File: src/rtl/alu_cmd_issuer_if.sv
// Purpose: command, ALU and TX-byte signal bundle of alu_cmd_issuer.
// Latency: none, wires only.
// Backpressure: CMD_VALID/CMD_READY on the command side, TX_VALID/TX_READY on the byte side.
// Ports: master = issuer view (takes CMD_*, drives ALU_*, TX_*, BUSY, TIMEOUT_ERR);
//        slave  = environment view (control path, ALU and serial transmitter).
interface alu_cmd_issuer_if #(
  parameter int IN_DATA_WIDTH   = 8,
  parameter int Arith_OUT_WIDTH = 16
);
  logic                       CMD_VALID;
  logic                       CMD_READY;
  logic [IN_DATA_WIDTH-1:0]   CMD_A;
  logic [IN_DATA_WIDTH-1:0]   CMD_B;
  logic [3:0]                 CMD_FUNC;
  logic [IN_DATA_WIDTH-1:0]   ALU_A;
  logic [IN_DATA_WIDTH-1:0]   ALU_B;
  logic [3:0]                 ALU_FUNC;
  logic                       ALU_EN;
  logic [Arith_OUT_WIDTH-1:0] ALU_OUT;
  logic                       ALU_OUT_VALID;
  logic [7:0]                 TX_DATA;
  logic                       TX_VALID;
  logic                       TX_READY;
  logic                       BUSY;
  logic                       TIMEOUT_ERR;

  modport master (
    input  CMD_VALID, CMD_A, CMD_B, CMD_FUNC, ALU_OUT, ALU_OUT_VALID, TX_READY,
    output CMD_READY, ALU_A, ALU_B, ALU_FUNC, ALU_EN, TX_DATA, TX_VALID, BUSY, TIMEOUT_ERR
  );

  modport slave (
    output CMD_VALID, CMD_A, CMD_B, CMD_FUNC, ALU_OUT, ALU_OUT_VALID, TX_READY,
    input  CMD_READY, ALU_A, ALU_B, ALU_FUNC, ALU_EN, TX_DATA, TX_VALID, BUSY, TIMEOUT_ERR
  );
endinterface

File: src/rtl/alu_cmd_issuer.sv
// Purpose: takes one ALU command, pulses ALU_EN, waits (bounded) for the result and
//          streams it out as one byte (logic/other classes) or two bytes LSB first (arithmetic class).
// Latency: accept edge k -> ALU_EN cycle k+1 -> TX_VALID from cycle (valid cycle)+1; one command in flight.
// Backpressure: CMD_READY only in IDLE; each TX byte is held stable until TX_READY.
// Ports: CLK, RST (sync, active-high) plus the bus interface (master modport).
module alu_cmd_issuer #(
  parameter int IN_DATA_WIDTH   = 8,
  parameter int Arith_OUT_WIDTH = 16,
  parameter int TIMEOUT_CYCLES  = 15
) (
  input logic              CLK,
  input logic              RST,
  alu_cmd_issuer_if.master bus
);

  localparam int CW = $clog2(TIMEOUT_CYCLES + 1);
  // Counter value seen during the final allowed WAIT cycle (counter is 0 in WAIT cycle 1).
  localparam logic [CW-1:0] CNT_LAST = CW'(TIMEOUT_CYCLES - 1);
  localparam logic [CW-1:0] CNT_MAX  = CW'(TIMEOUT_CYCLES);

  typedef enum logic [2:0] {
    S_IDLE,
    S_ISSUE,
    S_WAIT,
    S_SEND_LO,
    S_SEND_HI
  } state_t;

  state_t                   state_q, state_d;
  logic [IN_DATA_WIDTH-1:0] alu_a_q, alu_a_d;
  logic [IN_DATA_WIDTH-1:0] alu_b_q, alu_b_d;
  logic [3:0]               alu_func_q, alu_func_d;
  logic [15:0]              res_q, res_d;
  logic [CW-1:0]            cnt_q, cnt_d;
  logic                     cmd_ready_q, cmd_ready_d;
  logic                     alu_en_q, alu_en_d;
  logic                     tx_vld_q, tx_vld_d;
  logic [7:0]               tx_data_q, tx_data_d;
  logic                     busy_q, busy_d;
  logic                     timeout_err_q, timeout_err_d;

  logic [Arith_OUT_WIDTH-1:0] alu_out_w;
  assign alu_out_w = bus.ALU_OUT;

  always_comb begin
    state_d       = state_q;
    alu_a_d       = alu_a_q;
    alu_b_d       = alu_b_q;
    alu_func_d    = alu_func_q;
    res_d         = res_q;
    cnt_d         = cnt_q;
    timeout_err_d = 1'b0;

    case (state_q)
      S_IDLE: begin
        // CMD_READY is high throughout IDLE, so valid alone completes the handshake.
        if (bus.CMD_VALID) begin
          alu_a_d    = bus.CMD_A;
          alu_b_d    = bus.CMD_B;
          alu_func_d = bus.CMD_FUNC;
          state_d    = S_ISSUE;
        end
      end
      S_ISSUE: begin
        cnt_d   = '0;
        state_d = S_WAIT;
      end
      S_WAIT: begin
        // Saturating so the counter can never wrap.
        if (cnt_q != CNT_MAX) begin
          cnt_d = cnt_q + CW'(1);
        end
        // A valid in the last allowed cycle wins over the timeout.
        if (bus.ALU_OUT_VALID) begin
          res_d   = 16'(alu_out_w);
          state_d = S_SEND_LO;
        end else if (cnt_q == CNT_LAST) begin
          timeout_err_d = 1'b1;
          state_d       = S_IDLE;
        end
      end
      S_SEND_LO: begin
        if (bus.TX_READY) begin
          state_d = (alu_func_q[3:2] == 2'b00) ? S_SEND_HI : S_IDLE;
        end
      end
      S_SEND_HI: begin
        if (bus.TX_READY) begin
          state_d = S_IDLE;
        end
      end
      default: state_d = S_IDLE;
    endcase

    // Outputs are registered decodes of the next state, so they equal a Moore
    // decode of the state register without any combinational glitching.
    cmd_ready_d = (state_d == S_IDLE);
    alu_en_d    = (state_d == S_ISSUE);
    tx_vld_d    = (state_d == S_SEND_LO) || (state_d == S_SEND_HI);
    busy_d      = (state_d != S_IDLE);

    tx_data_d = tx_data_q;
    if (state_d == S_SEND_LO) begin
      tx_data_d = res_d[7:0];
    end else if (state_d == S_SEND_HI) begin
      tx_data_d = res_d[15:8];
    end
  end

  always_ff @(posedge CLK) begin
    if (RST) begin
      state_q       <= S_IDLE;
      alu_a_q       <= '0;
      alu_b_q       <= '0;
      alu_func_q    <= '0;
      res_q         <= '0;
      cnt_q         <= '0;
      cmd_ready_q   <= 1'b1;
      alu_en_q      <= 1'b0;
      tx_vld_q      <= 1'b0;
      tx_data_q     <= '0;
      busy_q        <= 1'b0;
      timeout_err_q <= 1'b0;
    end else begin
      state_q       <= state_d;
      alu_a_q       <= alu_a_d;
      alu_b_q       <= alu_b_d;
      alu_func_q    <= alu_func_d;
      res_q         <= res_d;
      cnt_q         <= cnt_d;
      cmd_ready_q   <= cmd_ready_d;
      alu_en_q      <= alu_en_d;
      tx_vld_q      <= tx_vld_d;
      tx_data_q     <= tx_data_d;
      busy_q        <= busy_d;
      timeout_err_q <= timeout_err_d;
    end
  end

  assign bus.CMD_READY   = cmd_ready_q;
  assign bus.ALU_A       = alu_a_q;
  assign bus.ALU_B       = alu_b_q;
  assign bus.ALU_FUNC    = alu_func_q;
  assign bus.ALU_EN      = alu_en_q;
  assign bus.TX_DATA     = tx_data_q;
  assign bus.TX_VALID    = tx_vld_q;
  assign bus.BUSY        = busy_q;
  assign bus.TIMEOUT_ERR = timeout_err_q;

endmodule

File: src/flat_wrapper.sv
// flat-port wrapper written by rule: the top's interface ports become plain ports
module alu_cmd_issuer_flat 
#(
  parameter int IN_DATA_WIDTH   = 8,
  parameter int Arith_OUT_WIDTH = 16,
  parameter int TIMEOUT_CYCLES  = 15
)
  (CLK, RST, bus_CMD_VALID, bus_CMD_A, bus_CMD_B, bus_CMD_FUNC, bus_ALU_OUT, bus_ALU_OUT_VALID, bus_TX_READY, bus_CMD_READY, bus_ALU_A, bus_ALU_B, bus_ALU_FUNC, bus_ALU_EN, bus_TX_DATA, bus_TX_VALID, bus_BUSY, bus_TIMEOUT_ERR);
  alu_cmd_issuer_if #(.IN_DATA_WIDTH(IN_DATA_WIDTH), .Arith_OUT_WIDTH(Arith_OUT_WIDTH)) bus_i ();
  input logic CLK;
  input logic RST;
  input wire logic [$bits(bus_i.CMD_VALID)-1:0] bus_CMD_VALID;
  input wire logic [$bits(bus_i.CMD_A)-1:0] bus_CMD_A;
  input wire logic [$bits(bus_i.CMD_B)-1:0] bus_CMD_B;
  input wire logic [$bits(bus_i.CMD_FUNC)-1:0] bus_CMD_FUNC;
  input wire logic [$bits(bus_i.ALU_OUT)-1:0] bus_ALU_OUT;
  input wire logic [$bits(bus_i.ALU_OUT_VALID)-1:0] bus_ALU_OUT_VALID;
  input wire logic [$bits(bus_i.TX_READY)-1:0] bus_TX_READY;
  output wire logic [$bits(bus_i.CMD_READY)-1:0] bus_CMD_READY;
  output wire logic [$bits(bus_i.ALU_A)-1:0] bus_ALU_A;
  output wire logic [$bits(bus_i.ALU_B)-1:0] bus_ALU_B;
  output wire logic [$bits(bus_i.ALU_FUNC)-1:0] bus_ALU_FUNC;
  output wire logic [$bits(bus_i.ALU_EN)-1:0] bus_ALU_EN;
  output wire logic [$bits(bus_i.TX_DATA)-1:0] bus_TX_DATA;
  output wire logic [$bits(bus_i.TX_VALID)-1:0] bus_TX_VALID;
  output wire logic [$bits(bus_i.BUSY)-1:0] bus_BUSY;
  output wire logic [$bits(bus_i.TIMEOUT_ERR)-1:0] bus_TIMEOUT_ERR;
  assign bus_i.CMD_VALID = bus_CMD_VALID;
  assign bus_i.CMD_A = bus_CMD_A;
  assign bus_i.CMD_B = bus_CMD_B;
  assign bus_i.CMD_FUNC = bus_CMD_FUNC;
  assign bus_i.ALU_OUT = bus_ALU_OUT;
  assign bus_i.ALU_OUT_VALID = bus_ALU_OUT_VALID;
  assign bus_i.TX_READY = bus_TX_READY;
  assign bus_CMD_READY = bus_i.CMD_READY;
  assign bus_ALU_A = bus_i.ALU_A;
  assign bus_ALU_B = bus_i.ALU_B;
  assign bus_ALU_FUNC = bus_i.ALU_FUNC;
  assign bus_ALU_EN = bus_i.ALU_EN;
  assign bus_TX_DATA = bus_i.TX_DATA;
  assign bus_TX_VALID = bus_i.TX_VALID;
  assign bus_BUSY = bus_i.BUSY;
  assign bus_TIMEOUT_ERR = bus_i.TIMEOUT_ERR;
  alu_cmd_issuer #(.IN_DATA_WIDTH(IN_DATA_WIDTH), .Arith_OUT_WIDTH(Arith_OUT_WIDTH), .TIMEOUT_CYCLES(TIMEOUT_CYCLES)) u_core (.CLK(CLK), .RST(RST), .bus(bus_i));
endmodule
File: config.mk
export PLATFORM = sky130hd
export DESIGN_NAME = alu_cmd_issuer_flat
export DESIGN_NICKNAME = d
export VERILOG_FILES = /design/src/rtl/alu_cmd_issuer_if.sv /design/src/rtl/alu_cmd_issuer.sv /design/src/flat_wrapper.sv
export SDC_FILE = /design/constraint.sdc
export NUM_CORES = 1
export LEC_CHECK = 0
export CELL_PAD_IN_SITES_DETAIL_PLACEMENT = 0
export CELL_PAD_IN_SITES_GLOBAL_PLACEMENT = 1
export CORE_AREA = 2 2 82 84
export DETAILED_ROUTE_END_ITERATION = 10
export DIE_AREA = 0 0 84 86
export HOLD_SLACK_MARGIN = 0.02
export PLACE_DENSITY = 0.87
export SYNTH_ARGS = -nofsm -noshare
export SYNTH_HDL_FRONTEND = slang
export SYNTH_SLANG_ARGS = --single-unit
File: constraint.sdc
create_clock -name CLK -period 4.55 [get_ports CLK]
set_clock_uncertainty 0.05 [all_clocks]
set_input_delay 0.6825 -clock CLK [delete_from_list [all_inputs] [get_ports CLK]]
set_output_delay 0.6825 -clock CLK [all_outputs]
set_load 0.1 [all_outputs]
======== Yosys cells after proc, flatten, opt, wreduce, memory -nomap -nowiden ========
Cells that the tools add are included.
storage, ports and cells
  register bits ........................... 56
  input port bits ......................... 41
  output and inout bits ................... 33
  word-level logic and storage cells ...... 48
operators by class
  $add $sub $neg .......................... 1
  eq/ne operators ......................... 10
  multiplexer cells ....................... 14
  bitwise gates (word level) .............. 1
  reduce and logical (&&, ||, !) cells .... 10
operators by type and width
  kind                 number
  $mux 16              2
  $mux 3               6
  $mux 8               2
  $pmux 3 s5           1
  $eq 3x2->1 const B   3
  $pmux 4 s2           1
  $eq 3x1->1 const B   2
  $eq 3x3->1 const B   2
  $logic_not 3->1      2
  $add 4x1->4 const B  1
  $eq 4x4->1 const B   1
  $mux 4               1
  $ne 4x4->1 const B   1
  $reduce_and 2->1     2
  $reduce_bool 2->1    2
  $reduce_bool 3->1    1
  $reduce_or 3->1      1
  $logic_not 2->1      1
  $ne 2x1->1 const B   1
  $logic_or 1x1->1     1
  $mux 1               1
  $not 1->1            1

======== Logic depth before layout (Yosys ltp) ========
Gate-level depths: netlist (run 1).
  word-level depth ........................ 7
  gate-level depth with buffers ........... 6
  mapped depth without buffers ............ 6

======== Least setup slack after synthesis (run 1) ========
OpenSTA, ideal clock, no wires.
  path kind ............................... register -> register
  start ................................... register u_core.alu_func_q[2], in the netlist u_core.bus.ALU_FUNC[2]
  end ..................................... register u_core.tx_data_q[5], in the netlist u_core.bus.TX_DATA[5]
  arrival ................................. 1.923 ns
  required time ........................... 4.404 ns
  setup slack ............................. 2.482 ns
  cell stages (with the launch flop) ...... 6
  clock period less this slack ............ 2.068 ns
  path through ............................ dfxtp_1 nor4b_1 a31oi_2 buf_4 nand4b_1 o311ai_1
on the way
  longest elaborated chain between the ends .. 6
  elaborated cells between the ends (all ways) .. 8
  those cells by class .................... eq/ne (2); mux (4); reduce/logical (2)
RTL lines
  item                                         line                                          source
  from (decl)                                  alu_cmd_issuer.sv:32                          logic [3:0] alu_func_q, alu_func_d;
  from (signal assigned)                       alu_cmd_issuer.sv:128                         alu_func_q <= alu_func_d;
  $logic_not 2->1 (*)                          alu_cmd_issuer.sv:84                          state_d = (alu_func_q[3:2] == 2'b00) ? S_SEND_HI : S_IDLE;
  $mux 3 (*)                                   alu_cmd_issuer.sv:84
  $mux 3 (*)                                   alu_cmd_issuer.sv:83                          if (bus.TX_READY) begin
  $pmux 3 s5 (*)                               alu_cmd_issuer.sv:54                          case (state_q)
  $eq 3x2->1 or $eq 3x3->1 (tied branches)     alu_cmd_issuer.sv:103, alu_cmd_issuer.sv:105
  $mux 8 or $reduce_bool 2->1 (tied branches)  --
  to (signal assigned)                         alu_cmd_issuer.sv:134                         tx_data_q <= tx_data_d;
  to (decl)                                    alu_cmd_issuer.sv:38                          logic [7:0] tx_data_q, tx_data_d;
Mark *: on every way between the ends. The rest lies on a longest branch, timed or not.
A chain may end at the register's enable or synchronous reset.

======== Worst setup path in the final report (run 1) ========
  start ................................... register u_core.alu_func_q[3], in the netlist u_core.bus.ALU_FUNC[3]
  end ..................................... output port bus_ALU_FUNC[3]
RTL lines
  item       line                source
  to (decl)  flat_wrapper.sv:22  output wire logic [$bits(bus_i.ALU_FUNC)-1:0] bus_ALU_FUNC;
No word-level cell between the ends.

==> out/qor.yml, run 1 <==
status: "complete, no violations"
power.density_nw_per_um2: 355
wl_met2_um: 2450
wl_met3_um: 343
tritoncts: "built"
nets: 344
final_common_cell: "clkdlybuf4s50_1"
first_global_vias: 1815
crit_path_cell_trace: "clkdlybuf4s50_1"
die_h_um: 86
die_w_um: 84
fp-row-count: 29
yosysSeqAreaShare_pct: 50.5
drv_slew: 0
power_switching_uw: 368
totalWireLength_um: 5240
post_cts_buffers: 0
worst_ir_drop_vdd_uv: 225
required_ns: 3.82
wl_met1_um: 2340
crit_arrival_ns: 1.84
cp_slowest_stage_delay_ns: 1.17
cts_buffers: 5
tns_ns: 0
cts_hold_buffers: 0
startpoint_type: "flip-flop"
crit_path_end_kind: "output pin"
finalHoldViolations: 0
antenna_found_initial: 0
hold_path_class: "flip-flop to flip-flop"
portBuffers: 73
leakagePower_uw: 0.00105
routed.top_layer: "met4"
drc: 0
power.sequential.fraction_pct: 49.0
grt_first_pass_wirelength_um: 8600
start_util_pct: 35.4
ctsResizeCount: 0
finalSetupViolCount: 0
via_per_inst: 4.90
ctsHtreeMaxLevel: 2
cts_max_path_buffers: 2
power.internal_uw: 712
grt-ovfl-total: 0
wl_per_cell_um: 13.8
antenna_cells: 0
critical-path-top-delay-family: "buffers and inverters"
die-area_um2: 7220
netlist_area_um2: 2220
gp_congestion: 0.718
core_area_um2: 6280
dp.final_hpwl_um: 3590
clock-root-buffer: "clkbuf_8"
rsz0062_at_grt: "false"
post-route-util_pct: 48.5
drt_first_pass_iters: 4
relSlewSlack_pct: 32.6
finalCritPeriodShare_pct: 56.6
clkPwrFrac_pct: 25.0
max_clock_freq_ghz: 0.388
crit_path_max_fanout: 3
drive_gt1_share_pct: 4.64
clk_transition_reported_paths_ns: 0.10
synth_seq_cells: 56
worst_pin_slew_ns: 1.01
synth.distinct_cells: 31
syn_inst: 237
grtUsageTotal_pct: 14.6
synth_area_per_cell_um2: 9.37
worst-path-buf-inv: 1
io_pins: 74
syn-num-nets: 280
area_growth_pct: 37.0
detail-route-antenna-nets: 0
yosysWarningCount: 0
p_comb_share_pct: 26.0
grt_max_degree: 65
vias: 1857
finalCriticalPeriod_ns: 2.58
drtIter0Drc: 121
cp_slowest_cell: "clkdlybuf4s50_1"
clk_latency_ns: 0.30
cts.sinks: 56
final_cell_mix: "clkdlybuf4s50_1, dfxtp_1, nand2_1"
maxCapViolations: 0
switching_share_pct: 34.1
path_class: "flip-flop to output pin"
path summary, 6_finish.rpt:
kind | start | end | slack, ns | depth (start not counted)
worst min register to register | u_core.bus.ALU_A[2]$_SDFFE_PP0P_ | u_core.bus.ALU_A[2]$_SDFFE_PP0P_ | 0.41 | 2
worst min-delay path | u_core.bus.ALU_A[2]$_SDFFE_PP0P_ | u_core.bus.ALU_A[2]$_SDFFE_PP0P_ | 0.41 | 2
worst max-delay path | u_core.bus.ALU_FUNC[3]$_SDFFE_PP0P_ | bus_ALU_FUNC[3] | 1.97 | 1
worst max register to register | u_core.state_q[1]$_SDFF_PP0_ | u_core.bus.TX_DATA[2]$_SDFFE_PP0P_ | 2.34 | 4
cell usage after synthesis:
master	count	area, um^2
inv_1	1	3.75
or3_1	9	56.3
buf_6	1	11.3
a21oi_1	25	125
a31oi_2	1	12.5
ha_1	2	25.0
o21ba_2	1	10.0
and4bb_1	1	12.5
nand2_1	42	158
o311ai_1	8	70.1
buf_4	2	15.0
nand3b_1	2	15.0
dfxtp_1	56	1120
o21ai_2	1	8.76
buf_12	1	20.0
a311oi_1	2	17.5
o41ai_1	1	8.76
nand4b_1	10	87.6
o21a_1	1	7.51
mux2i_1	16	160
nor2_1	20	75.1
nor2b_1	6	37.5
nand2b_1	2	12.5
o21ai_0	3	15.0
and3_1	1	6.26
o21bai_1	4	30.0
clkbuf_1	7	26.3
nand2b_2	1	8.76
nor4_1	1	6.26
buf_2	6	30.0
nor4b_1	3	26.3
cell families (layout without fill, tap and decap cells):
family	count (synthesis)	in the layout	synth area share, %
adder cells (fa/ha/maj)	2	2	1.13
multiplexers	16	16	7.22
flip-flops	56	56	50.5
AND/OR/NAND/NOR	98	98	22.6
AO/OA/AOI/OAI	47	47	13.8
buffers and inverters	18	83	4.79
area by class of cell:
class,instances,area [um^2]
clock buffers,6,72.6
flip-flops and latches,56,1120
clock inverters,2,16.3
inverters,1,3.75
fillers,589,3240
well taps,77,96.3
repair buffers,74,733
multi-input cells,163,998
per-stage QoR:
step	power [uW]	instances	instance area, um^2	hold slack, ns	setup WS [ns]
after detailed placement	823	371	2950	0.397	1.73
final	1080	379	3040	0.408	1.97
after global placement	820	371	2950	0.391	1.78
after floorplan	739	237	2220	0.398	2.48
after CTS	1090	379	3040	0.411	1.95
after global routing	1130	379	3040	0.427	1.91
power by group through the flow:
stage | registers, uW | clock network [uW] | logic, uW
3_5_place_dp | 541 | 0 | 282
3_3_place_gp | 540 | 0 | 280
5_1_grt | 533 | 300 | 297
2_1_floorplan | 659 | 0 | 79.6
6_report | 529 | 270 | 280
4_1_cts | 530 | 280 | 282
registers in the layout (all words and copies together), names as in the netlist:
signal,flops
u_core.bus.TIMEOUT_ERR,1
u_core.state_q,3
u_core.res_q,16
u_core.bus.ALU_A,8
u_core.bus.ALU_FUNC,4
u_core.bus.CMD_READY,1
u_core.bus.TX_DATA,8
u_core.bus.ALU_B,8
u_core.bus.TX_VALID,1
u_core.bus.ALU_EN,1
u_core.cnt_q,4
u_core.bus.BUSY,1
metal layers:
metal / track usage (%) / vias to the layer above
li1: - / 957
met4: 5.43 / 0
met5: 0 / -
met2: 23.1 / 54
met1: 18.6 / 835
met3: 5.00 / 11
Power figures use the tool's default switching activity.
==> run 2, diff against run 1 <==
--- a/config.mk
+++ b/config.mk
@@ -7,11 +7,11 @@
 export LEC_CHECK = 0
 export CELL_PAD_IN_SITES_DETAIL_PLACEMENT = 0
 export CELL_PAD_IN_SITES_GLOBAL_PLACEMENT = 1
-export CORE_AREA = 2 2 82 84
+export CORE_AREA = 2 2 90 92
 export DETAILED_ROUTE_END_ITERATION = 10
-export DIE_AREA = 0 0 84 86
+export DIE_AREA = 0 0 92 94
 export HOLD_SLACK_MARGIN = 0.02
-export PLACE_DENSITY = 0.87
+export PLACE_DENSITY = 0.77
 export SYNTH_ARGS = -nofsm -noshare
 export SYNTH_HDL_FRONTEND = slang
 export SYNTH_SLANG_ARGS = --single-unit
==> constraint.sdc (replaced) <==
create_clock -name CLK -period 2.2 [get_ports CLK]
set_clock_uncertainty 0.05 [all_clocks]
set_input_delay 0.33 -clock CLK [delete_from_list [all_inputs] [get_ports CLK]]
set_output_delay 0.33 -clock CLK [all_outputs]
set_load 0.1 [all_outputs]
==> run 2 against run 1 <==
Clock power rose to 2.6 times the previous value; count of clock-buffer cells in the layout fell by 1; core utilization fell by 7.8 points; largest power group unchanged.
==> out/qor.yml, run 2 (same netlist as run 1, synthesis figures left out) <==
status: "complete, no violations"
hold_path_class: "flip-flop to flip-flop"
post_cts_buffers: 0  # unchanged
finalSetupViolCount: 0  # unchanged
required_ns: 2.37  # -1.45 ns
cts_buffers: 5  # unchanged
core_area_um2: 7610  # +21%
via_per_inst: 4.74  # -3.2%
crit_arrival_ns: 2.11  # +0.27 ns
worst_ir_drop_vdd_uv: 439  # +96%
maxCapViolations: 0  # unchanged
grtUsageTotal_pct: 12.5  # -2.1 points
relSlewSlack_pct: 40.7  # +8.1 points
gp_congestion: 0.715  # -0.45%
finalCritPeriodShare_pct: 88.0
rrSetupSlack_ns: 0.26  # -2.08 ns
tritoncts: "built"
finalCriticalPeriod_ns: 1.94
regMostFlops: "u_core.res_q"
final_cell_mix: "dfxtp_1, nand2_1, buf_4"
portBuffers: 73  # unchanged
finalHoldViolations: 0  # unchanged
fp-row-count: 32  # +10%
cts_max_path_buffers: 2  # unchanged
tns_ns: 0  # unchanged
drt_first_pass_iters: 4  # unchanged
path_class: "flip-flop to flip-flop"
antenna_cells: 0  # unchanged
vias: 1954  # +5.2%
crit_path_max_fanout: 19  # +16
drtIter0Drc: 103  # -15%
timing.rr.start: "u_core.state_q[0]$_SDFF_PP0_"
grt_max_degree: 43  # -34%
clock-root-buffer: "clkbuf_8"
wl_per_cell_um: 13.4  # -3.4%
io_pins: 74  # unchanged
grt-ovfl-total: 0  # unchanged
clk_transition_reported_paths_ns: 0.11  # about the same
r2r_cells: 4  # unchanged
crit_path_end_kind: "flip-flop"
preCtsSetupSlack_ns: 0.0454  # -1.69 ns
wl_met2_um: 2700  # +10%
grt_first_pass_wirelength_um: 8760  # +1.8%
clk_latency_ns: 0.32  # +0.02 ns
startpoint_type: "flip-flop"
die-area_um2: 8650  # +20%
worst_slack_ns: 0.265  # -1.71 ns
die_h_um: 94  # +9.3%
routed.top_layer: "met4"
leakagePower_uw: 0.00117  # +11%
cts.sinks: 56  # unchanged
crit_end: "u_core.bus.BUSY$_SDFF_PP0_"
cts_hold_buffers: 0  # unchanged
drc: 0  # unchanged
ctsHtreeMaxLevel: 2  # unchanged
start_util_pct: 29.2  # -6.2 points
worst_pin_slew_ns: 0.887  # -0.124 ns
first_global_vias: 1909  # +5.2%
wl_met3_um: 219  # -36%
ctsResizeCount: 0  # unchanged
detail-route-antenna-nets: 0  # unchanged
largest_register_ffs: 16  # unchanged
max_clock_freq_ghz: 0.517
area_growth_pct: 39.2
final_common_cell: "dfxtp_1"
drv_slew: 0  # unchanged
die_w_um: 92  # +9.5%
totalWireLength_um: 5500  # +5.0%
drive_gt1_share_pct: 18.1  # +13 points
rsz0062_at_grt: "false"
post-route-util_pct: 40.6  # -7.8 points
nets: 352  # +2.3%
crit_start: "u_core.state_q[0]$_SDFF_PP0_"
r2r-end: "u_core.bus.BUSY$_SDFF_PP0_"
wl_met1_um: 2510  # +7.4%
dp.final_hpwl_um: 3870  # +7.8%
power.density_nw_per_um2: 771  # +120%
antenna_found_initial: 0  # unchanged
## run 2: changes by cell type in the layout (fill, tap and decap cells not counted), sizes merged
cell           delta
buf              +41
clkdlybuf4s50    -33
clkbuf            -1
bufinv            +1
inv               +1
clkinv            -1
## run 2: final cells by class
type	instances	area (um^2)
Timing Repair Buffer	82	723
Tap cell	102	128
Sequential cell	56	1120
Inverter	1	3.75
Clock buffer	5	68.8
Clock inverter	3	46.3
Multi-Input combinational cell	163	998
Fill cell	794	4520
## run 2: how the worst min path moves through the flow
stage | startpoint | cells past startpoint | slack (ns) | to
floorplan | u_core.res_q[0]$_SDFF_PP0_ | 2 | 0.40 | u_core.res_q[0]$_SDFF_PP0_
global placement | u_core.bus.ALU_FUNC[0]$_SDFFE_PP0P_ | 2 | 0.39 | u_core.bus.ALU_FUNC[0]$_SDFFE_PP0P_
detailed placement | u_core.bus.ALU_A[0]$_SDFFE_PP0P_ | 2 | 0.40 | u_core.bus.ALU_A[0]$_SDFFE_PP0P_
CTS | u_core.bus.ALU_A[1]$_SDFFE_PP0P_ | 2 | 0.42 | u_core.bus.ALU_A[1]$_SDFFE_PP0P_
global route | u_core.bus.ALU_B[2]$_SDFFE_PP0P_ | 2 | 0.44 | u_core.bus.ALU_B[2]$_SDFFE_PP0P_
finish | u_core.bus.ALU_B[2]$_SDFFE_PP0P_ | 2 | 0.41 | u_core.bus.ALU_B[2]$_SDFFE_PP0P_
## run 2: stage by stage
step / instance area (um^2) / hold slack [ns] / instances / total power (uW)
5_1_grt: 3090 / 0.437 / 412 / 2480
2_1_floorplan: 2220 / 0.398 / 237 / 1530
4_1_cts: 3090 / 0.418 / 412 / 2400
6_report: 3090 / 0.414 / 412 / 2380
3_3_place_gp: 2970 / 0.392 / 404 / 1700
3_5_place_dp: 2970 / 0.401 / 404 / 1710
## run 2: routing by layer
layer / global-route usage [%] / vias to the layer above
met5: 0 / -
met4: 4.48 / 0
met3: 2.73 / 7
met2: 21.6 / 46
met1: 15.4 / 923
li1: - / 978
## run 2: critical path, stage by stage, from the launching register on
cell and delay (ns):
dfxtp_1 0.56, nor4b_1 0.11, a31oi_2 0.72, nand2_1 0.16
o21ba_2 0.24
## run 2: power by group
part           internal, uW  total, uW  switching [uW]
clock network           344        700             357
logic                   182        586             404
registers              1060       1100            32.1
total                  1590       2380             793
==> run 3, diff against run 2 <==
--- a/config.mk
+++ b/config.mk
@@ -5,13 +5,15 @@
 export SDC_FILE = /design/constraint.sdc
 export NUM_CORES = 1
 export LEC_CHECK = 0
+export ABC_AREA = 1
 export CELL_PAD_IN_SITES_DETAIL_PLACEMENT = 0
 export CELL_PAD_IN_SITES_GLOBAL_PLACEMENT = 1
-export CORE_AREA = 2 2 90 92
+export CORE_AREA = 2 2 96 98
 export DETAILED_ROUTE_END_ITERATION = 10
-export DIE_AREA = 0 0 92 94
+export DIE_AREA = 0 0 98 100
 export HOLD_SLACK_MARGIN = 0.02
-export PLACE_DENSITY = 0.77
+export PLACE_DENSITY = 0.78
+export SLEW_MARGIN = 40
 export SYNTH_ARGS = -nofsm -noshare
 export SYNTH_HDL_FRONTEND = slang
 export SYNTH_SLANG_ARGS = --single-unit
==> run 3 against run 2 <==
Cell area grew 8.9%; routed wire length grew 15%; count of clock-buffer cells in the layout unchanged; highest routed layer unchanged; via count is 25% higher; sequential share of layout area fell by 3.0 points; synthesized cell count rose by 59%; non-clock buffer count down 2; critical endpoint is now u_core.cnt_q[0]$_SDFFE_PP0P_.
==> out/qor.yml, run 3 <==
status: "complete, no violations"
max_clock_freq_ghz: 0.575  # +11%
synth.distinct_cells: 22  # -29%
synth_fa_ha_area_share_pct: 1.01  # -0.12 points
first_global_vias: 2412  # +26%
antenna_cells: 0  # unchanged
path_class: "flip-flop to flip-flop"
wl_met3_um: 453  # +110%
routed.top_layer: "met4"
via_per_inst: 4.36  # -8.1%
power.density_nw_per_um2: 958  # +24%
rsz0062_at_grt: "false"
drive_gt1_share_pct: 13.6  # -4.4 points
core_area_um2: 8890  # +17%
grt_max_degree: 21  # -51%
portBuffers: 73  # unchanged
cts_max_path_buffers: 2  # unchanged
clock-root-buffer: "clkbuf_8"
finalCriticalPeriod_ns: 1.74  # -0.195 ns
switching_share_pct: 44.0  # +11 points
r2r_cells: 7  # +3
hold_depth: 2  # unchanged
required_ns: 2.36  # about the same
seqCellArea_um2: 1120  # unchanged
cts.sinks: 56  # unchanged
finalHoldViolations: 0  # unchanged
tritoncts: "built"
synth_simple_gate_area_share_pct: 38.3  # +16 points
power_switching_uw: 1420  # +79%
crit_arrival_ns: 1.90  # -0.21 ns
grt_first_pass_wirelength_um: 10700  # +22%
die_w_um: 98  # +6.5%
antenna_found_initial: 0  # unchanged
post-route-util_pct: 37.8  # -2.8 points
grt-ovfl-total: 0  # unchanged
clk_latency_ns: 0.31  # about the same
worst_ir_drop_vdd_uv: 582  # +32%
clk_transition_reported_paths_ns: 0.11  # about the same
totalWireLength_um: 6320  # +15%
rrSetupSlack_ns: 0.46  # +0.20 ns
drt_first_pass_iters: 4  # unchanged
synthTopCellsByCount: "nand2_1, nor2_1, dfxtp_1"
wl_met2_um: 2950  # +9.2%
whs_endpoint: "u_core.bus.ALU_B[6]$_SDFFE_PP0P_"
yosysWarningCount: 0  # unchanged
startpoint_type: "flip-flop"
hold_path_class: "flip-flop to flip-flop"
ys.flop_type: "dfxtp_1"
crit_path_max_fanout: 19  # unchanged
finalSetupViolCount: 0  # unchanged
ctsHtreeMaxLevel: 2  # unchanged
power.sequential.fraction_pct: 37.5  # -8.5 points
cts_hold_buffers: 0  # unchanged
synthXorXnorAreaFrac_pct: 0  # unchanged
worst_pin_slew_ns: 0.517  # -0.370 ns
cts_buffers: 5  # unchanged
synth_largest_area_cell: "dfxtp_1"
wl_met1_um: 2890  # +15%
vias: 2436  # +25%
regMostFlops: "u_core.res_q"
p_comb_share_pct: 40.7  # +16 points
drc: 0  # unchanged
power.internal_uw: 1800  # +14%
syn_inst: 376  # +59%
synthTopCellsByArea: "dfxtp_1, nand2_1, nor2_1, o21ai_0, a21oi_1"
ys_async_sr_fraction_pct: 0  # unchanged
dp.final_hpwl_um: 4690  # +21%
synth_seq_cells: 56  # unchanged
gp_congestion: 0.778  # +8.8%
yosysMostFrequentCell: "nand2_1"
fp-row-count: 35  # +9.4%
area_growth_pct: 35.1
grtUsageTotal_pct: 13.1  # +0.60 points
r2r-end: "u_core.cnt_q[0]$_SDFFE_PP0P_"
multi_input_area_um2: 1200  # +20%
nFillCells: 951  # +20%
final_common_cell: "nand2_1"
synth_top_area_share_pct: 45.0  # -5.5 points
yosysSeqAreaShare_pct: 45.0  # -5.5 points
tns_ns: 0  # unchanged
post_cts_buffers: 0  # unchanged
final_cell_mix: "nand2_1, nor2_1, dfxtp_1"
nets: 490  # +39%
hp-start: "u_core.bus.ALU_B[6]$_SDFFE_PP0P_"
leakagePower_uw: 0.00162  # +39%
synth_area_per_cell_um2: 6.62  # -29%
clkPwrFrac_pct: 21.7  # -7.7 points
synth_compound_area_share_pct: 8.84  # -4.9 points
drtIter0Drc: 60  # -42%
hold_ws_ns: 0.442  # +0.0285 ns
timing.rr.start: "u_core.state_q[1]$_SDFF_PP0_"
maxCapViolations: 0  # unchanged
drv_slew: 0  # unchanged
relSlewSlack_pct: 65.4  # +25 points
start_util_pct: 28.0  # -1.2 points
die-area_um2: 9800  # +13%
finalCritPeriodShare_pct: 79.1  # -8.9 points
detail-route-antenna-nets: 0  # unchanged
ctsResizeCount: 0  # unchanged
wl_per_cell_um: 11.3  # -15%
synth_edf_count: 0  # unchanged
crit_path_end_kind: "flip-flop"
syn-num-nets: 419  # +50%
largest_register_ffs: 16  # unchanged
synthMuxAreaShare_pct: 0  # -7.2 points
netlist_area_um2: 2490  # +12%
die_h_um: 100  # +6.4%
synth_top_family_by_area: "simple AND/OR/NAND/NOR gates"
io_pins: 74  # unchanged
-- run 3: cell count changes after synthesis, sizes merged, moves of 3 or more --
cell,change
o21bai,-4
o21ai,+20
nand2b,-3
nor2b,-6
nor2,+54
a21oi,-5
mux2i,-16
inv,+22
nor4b,-3
nand4b,-10
nand3,+17
nand2,+98
or3,-9
o311ai,-8
-- run 3: worst max path at each step --
stage                                        startpoint                                  to  cells past startpoint
floorplan           u_core.bus.ALU_FUNC[2]$_SDFFE_PP0P_  u_core.bus.TX_DATA[4]$_SDFFE_PP0P_                      7
global placement                      bus_ALU_OUT_VALID  u_core.bus.TX_DATA[0]$_SDFFE_PP0P_                     11
detailed placement                         bus_TX_READY  u_core.bus.TX_DATA[4]$_SDFFE_PP0P_                      8
CTS                        u_core.state_q[1]$_SDFF_PP0_        u_core.cnt_q[0]$_SDFFE_PP0P_                      7
global route               u_core.state_q[1]$_SDFF_PP0_        u_core.cnt_q[0]$_SDFFE_PP0P_                      7
finish                     u_core.state_q[1]$_SDFF_PP0_        u_core.cnt_q[0]$_SDFFE_PP0P_                      7
-- run 3: per-stage QoR --
step / instance area, um^2 / cells / total power, uW / setup slack (ns)
2_1_floorplan: 2490 / 376 / 2240 / 0.341
3_3_place_gp: 3250 / 551 / 2550 / 0.303
3_5_place_dp: 3250 / 551 / 2550 / 0.263
4_1_cts: 3360 / 559 / 3260 / 0.435
5_1_grt: 3360 / 559 / 3410 / 0.256
6_report: 3360 / 559 / 3220 / 0.460
-- run 3: final cells by class --
cell class / instances / share of cell area [%]
multi-input combinational: 281 / 35.7
inverter: 23 / 2.57
clock buffer: 5 / 2.05
timing repair buffer: 80 / 20.8
clock inverter: 3 / 1.41
sequential: 56 / 33.3
tap: 111 / 4.13
-- run 3: critical path, stage by stage, from the launching register on --
cell and delay (ns):
dfxtp_1 0.49, nand2_1 0.14, nor2_4 0.39, nand2_1 0.10
nand2_1 0.20, inv_1 0.08, a21oi_1 0.14, nor2_1 0.05
-- run 3: metal layers --
metal  track usage, %  vias up
li1                 -     1307
met1             15.7     1070
met2             23.0       55
met3             5.01        4
met4             1.82        0
met5                0        -
-- run 3: logic make-up (layout without fill, tap and decap cells) --
logic type / after synthesis / in the layout
buf+inv: 39 / 111
compound gates: 44 / 44
flops: 56 / 56
simple gates: 235 / 235
fa+ha+maj: 2 / 2
-- run 3: power groups by stage --
| stage | sequential (uW) | combinational, uW | clock [uW] |
|---|---|---|---|
| after detailed placement | 1230 | 1320 | 0 |
| after floorplan | 1840 | 396 | 0 |
| after global routing | 1220 | 1410 | 773 |
| after global placement | 1230 | 1320 | 0 |
| after CTS | 1210 | 1330 | 721 |
| final | 1210 | 1310 | 700 |
